<file path="config.mk">
export PLATFORM = sky130hd
export DESIGN_NAME = even_sweep_ctrl
export DESIGN_NICKNAME = d
export VERILOG_FILES = /design/src/rtl/even_sweep_ctrl.sv
export SDC_FILE = /design/constraint.sdc
export NUM_CORES = 1
export LEC_CHECK = 0
export ABC_CLOCK_PERIOD_IN_PS = 2900
export CORE_MARGIN = 2
export CORE_UTILIZATION = 45
export CTS_CLUSTER_DIAMETER = 80
export CTS_CLUSTER_SIZE = 10
export DETAILED_ROUTE_END_ITERATION = 6
export GPL_TIMING_DRIVEN = 1
export HOLD_SLACK_MARGIN = 0.15
export PLACE_DENSITY = 0.7
export REMOVE_ABC_BUFFERS = 1
export SETUP_SLACK_MARGIN = 0.4
export SLEW_MARGIN = 20
export SYNTH_ARGS = -nofsm -noshare
export SYNTH_HDL_FRONTEND = slang
export SYNTH_SLANG_ARGS = --single-unit
</file>
<file path="constraint.sdc">
create_clock -name clk -period 2.9 [get_ports clk]
set_input_delay 0.435 -clock clk [delete_from_list [all_inputs] [get_ports clk]]
set_output_delay 0.435 -clock clk [all_outputs]
set_load 0.02 [all_outputs]
</file>
<file path="src/rtl/even_sweep_ctrl.sv">
// Sweep sequencer for a 4-bit even up/down counter: clear, then run
// 0 -> HI_LIMIT -> 0 a fixed number of times with optional turnaround dwell.
module even_sweep_ctrl #(
    parameter int HI_LIMIT = 14,
    parameter int SWEEPS   = 2,
    parameter int DWELL    = 0
) (
    input  logic       clk,
    input  logic       reset,
    input  logic       start,
    input  logic       abort,
    input  logic [3:0] cnt_q,
    output logic       cnt_clr,
    output logic       cnt_en,
    output logic       cnt_y,
    output logic       busy,
    output logic       done,
    output logic [3:0] sweep_cnt,
    output logic       err
);

    localparam logic [3:0] HI = 4'(HI_LIMIT);
    localparam logic [3:0] SW = 4'(SWEEPS);
    localparam logic [3:0] DW = 4'(DWELL);

    typedef enum logic [2:0] {
        S_IDLE,
        S_CLEAR,
        S_UP,
        S_TURN_HI,
        S_DOWN,
        S_TURN_LO,
        S_DONE
    } state_t;

    state_t     state_q, state_d;
    logic [3:0] sweep_q, sweep_d;
    logic [3:0] dwell_q, dwell_d;
    logic       err_q, err_d;

    logic       q_bad;
    logic       at_top;
    logic       at_bot;
    logic [3:0] sweep_inc;

    // An odd value or one above the top can never come from a healthy counter.
    assign q_bad     = cnt_q[0] | (cnt_q > HI);
    assign at_top    = (cnt_q == HI);
    assign at_bot    = (cnt_q == 4'd0);
    assign sweep_inc = sweep_q + 4'd1;

    always_comb begin
        state_d = state_q;
        sweep_d = sweep_q;
        dwell_d = dwell_q;
        err_d   = err_q;
        unique case (state_q)
            S_IDLE: begin
                if (start && !abort) begin
                    state_d = S_CLEAR;
                    sweep_d = 4'd0;
                    err_d   = 1'b0;
                end
            end
            S_CLEAR: begin
                state_d = abort ? S_IDLE : S_UP;
            end
            S_UP: begin
                if (abort) begin
                    state_d = S_IDLE;
                end else if (q_bad) begin
                    err_d   = 1'b1;
                    state_d = S_IDLE;
                end else if (at_top) begin
                    state_d = S_TURN_HI;
                    dwell_d = DW;
                end
            end
            S_TURN_HI: begin
                if (abort) begin
                    state_d = S_IDLE;
                end else if (dwell_q == 4'd0) begin
                    state_d = S_DOWN;
                end else begin
                    dwell_d = dwell_q - 4'd1;
                end
            end
            S_DOWN: begin
                if (abort) begin
                    state_d = S_IDLE;
                end else if (q_bad) begin
                    err_d   = 1'b1;
                    state_d = S_IDLE;
                end else if (at_bot) begin
                    sweep_d = sweep_inc;
                    if (sweep_inc == SW) begin
                        state_d = S_DONE;
                    end else begin
                        state_d = S_TURN_LO;
                        dwell_d = DW;
                    end
                end
            end
            S_TURN_LO: begin
                if (abort) begin
                    state_d = S_IDLE;
                end else if (dwell_q == 4'd0) begin
                    state_d = S_UP;
                end else begin
                    dwell_d = dwell_q - 4'd1;
                end
            end
            S_DONE: begin
                state_d = S_IDLE;
            end
            default: begin
                state_d = S_IDLE;
            end
        endcase
    end

    always_ff @(posedge clk) begin
        if (reset) begin
            state_q <= S_IDLE;
            sweep_q <= 4'd0;
            dwell_q <= 4'd0;
            err_q   <= 1'b0;
        end else begin
            state_q <= state_d;
            sweep_q <= sweep_d;
            dwell_q <= dwell_d;
            err_q   <= err_d;
        end
    end

    // Stepping is suppressed in the abort cycle so the counter freezes.
    always_comb begin
        cnt_clr   = (state_q == S_CLEAR);
        cnt_y     = (state_q == S_DOWN) || (state_q == S_TURN_LO);
        cnt_en    = !abort &&
                    (((state_q == S_UP) && !at_top) ||
                     ((state_q == S_DOWN) && !at_bot));
        busy      = (state_q != S_IDLE) && (state_q != S_DONE);
        done      = (state_q == S_DONE);
        sweep_cnt = sweep_q;
        err       = err_q;
    end

endmodule
</file>
==> results.tsv <==
stage	metric	value	unit
setup_path	endpoint_kind	primary output	
timing	slew_headroom	56.6	%
grt	grtUsageMet2	32.2	%
synthesis	yosys-top-cells-area	dfxtp_1 (24%), ha_1 (6.4%), nor2_1 (4.2%)	
job	drv_cap	0	
cells_and_area	drive_above_1_share	10.5	%
drt	detail_route.iter0.violations	25	
die	num_io_pins	18	
synthesis	ys_seq_area_share	24.4	%
timing	tightest_slew	0.651	ns
clock_tree	cts-root-buf	clkbuf_4	
clock_tree	cts_tree	built	
cells_and_area	syn2layout_area_growth	22.7	%
setup_path	path_cells	xor2_1 -> or2_2 -> clkdlybuf4s50_1	
timing	rsz0062_at_grt	false	
place	gp_congestion	0.840	
drt	drtAntennaViolNets	0	
grt	grt_usage	21.5	%
place	io_buffer_count	17	
drt	wire_per_inst	15.0	um
setup_path	start_kind	flop	
setup_path	crit_type	reg -> out	
drt	wirelength	2560	um
grt	grt_pass1_vias	927	
worst_hold_path	hp-class	reg -> reg	
cells_and_area	final_nets	157	
power_and_ir_drop	leakagePower	0.000420	uW
timing	finClkSkew	0.0104	ns
drt	post_drt_via_cell_ratio	6.15	
power_and_ir_drop	power	388	uW
grt	overflow	0	
synthesis	dominantRegCellSynth	dfxtp_1	
power_and_ir_drop	ir_worst_vdd	0.346	mV
drt	first_pass_iters	4	
drt	drc	0	
cells_and_area	n_antenna_cell	0	
die	die_width	50.8	um
cells_and_area	finish.utilization	59.8	%
setup_path	critPathArrivalTime	1.99	ns
synthesis	syn_area	985	um2
timing	setup_viol	0	
grt	grtUsageMet1	29.3	%
power_and_ir_drop	p_per_area	321	mW/mm2
synthesis	yosysTopAreaCell	dfxtp_1	
die	fp.dieH	50.8	um
clock_tree	cts_buffers	3	
drt	vias	1046	
grt	grt_most_used_layer	met2	
synthesis	synth_seq_cells	12	
setup_path	critical_path.max_fanout	13	
setup_path	critPathMaxStageDelay	0.63	ns
cells_and_area	layout_common_cells	clkdlybuf4s50_1 (16), dfxtp_1 (12), nor2_1 (11)	
synthesis	synth_edf_count	0	
clock_tree	clock_path_buffers	2	
die	core_area	0.00202	mm2
timing	min_period_over_period	83.7	%
die	dieArea	0.00258	mm2
synthesis	yosysWarnings	0	
timing	fin_tns_setup	0	ns
timing	slew_violations	0	
grt	antenna_found_initial	0	
setup_path	cp_slowest_cell	dfxtp_1	
clock_tree	path_clk_slew	0.09	ns
cells_and_area	final_common_cell	clkdlybuf4s50_1	
synthesis	synth.avg_cell_area	7.75	um2
synthesis	synth.distinct_cells	48	
clock_tree	clock_sinks	12	
clock_tree	cts_htree_levels	1	
timing	fmax	412	MHz
grt	grt_pass1_wl	4130	um
synthesis	syn_inst	127	
die	core.rowCount	16	
cells_and_area	fillers	187	
clock_tree	clkLatencyLatePin	0.30	ns
cells_and_area	regArea	240	um2
timing	hold_viol	0	
grt	grt_use_met3	3.87	%
cells_and_area	multiInputGateArea	677	um2
timing	min_period	2.43	ns
setup_path	critPathRequiredTime	2.47	ns
synthesis	yosysTopAreaCellShare	24.4	%
synthesis	async_reset_ff_share	0	%
place	place.detailed.hpwl	1820	um
die	start_util	48.7	%
outcome	status	completed	
timing	timing.hold.ws	0.483	ns
grt	grt_max_degree	22	
[path summary, 6_finish.rpt]
check | depth (start not counted) | startpoint | to | slack, ns
worst min-delay path | 2 | err | err | 0.48
worst min register to register | 2 | err | err | 0.48
worst max-delay path | 3 | state_q[1] | busy | 0.47
worst max register to register | 6 | state_q[1] | dwell_q[1] | 0.59
[registers in the layout, indices dropped and copies added (netlist names)]
signal     flops
dwell_q        4
sweep_cnt      4
state_q        3
err            1
[report_power, final]
part,internal [uW],leakage [uW],switching [uW]
Combinational,32.0,0.000303,33.6
Sequential,167,0.0000968,9.01
Clock,76.6,0.0000210,70.1
[area by class of cell]
| cell class | instances | area share, % |
|---|---|---|
| inverter | 9 | 2.80 |
| clock buffer | 4 | 3.00 |
| sequential | 12 | 19.9 |
| multi-input combinational | 98 | 56.0 |
| tap | 27 | 2.80 |
| timing repair buffer | 20 | 15.5 |
[worst max-delay path, delay by kind of cell (launching register included)]
| family | cells | cell delay, ns |
|---|---|---|
| xor+xnor | 1 | 0.30 |
| buf+inv | 1 | 0.59 |
| simple gates | 1 | 0.16 |
| flops | 1 | 0.63 |
[metal layers]
metal  wire [um]  vias up  share of wire, %
met5           0        -                 0
met4          46        0               1.8
met3          93        5               3.6
met2        1140       22                44
met1        1280      506                50
li1            -      513                 -
[metrics by stage]
step	std cells	cell area [um2]	worst slack [ns]
2_1_floorplan	119	946	0.891
3_3_place_gp	166	1170	0.142
3_5_place_dp	166	1170	0.108
4_1_cts	170	1210	0.403
5_1_grt	170	1210	0.405
6_report	170	1210	0.472
[cell families after synthesis]
kind of cell | count (synthesis) | share of synthesized area [%]
and+or+nand+nor | 57 | 33.7
muxes | 1 | 1.14
buffers and inverters | 17 | 7.37
DFF | 12 | 24.4
AOI/OAI and AO/OA | 34 | 26.2
xor gates and xnor gates | 1 | 0.890
adders and majority gates | 5 | 6.35
[synth_stat cells, types with 2 or more instances]
cell and count:
o31ai_1 2, nor4_1 3, dfxtp_1 12, o21ai_0 6, inv_1 9, or4b_1 2, ha_1 5, a21oi_1 8
o32a_1 2, nor3b_1 2, clkbuf_1 6, nand4b_1 2, nor2_1 11, nor3_1 5, or3_1 5, nand2_1 7
nor2b_1 3, nand3_1 5, or4_1 3
[repair_timing]
| action | CTS | global route |
|---|---|---|
| hold buffers | 0 | 0 |
| gates resized for setup | 3 | 2 |
| buffers inserted | 0 | 0 |
| endpoints found under the setup margin | 1 | 1 |
(Power assumes the default switching activity.)
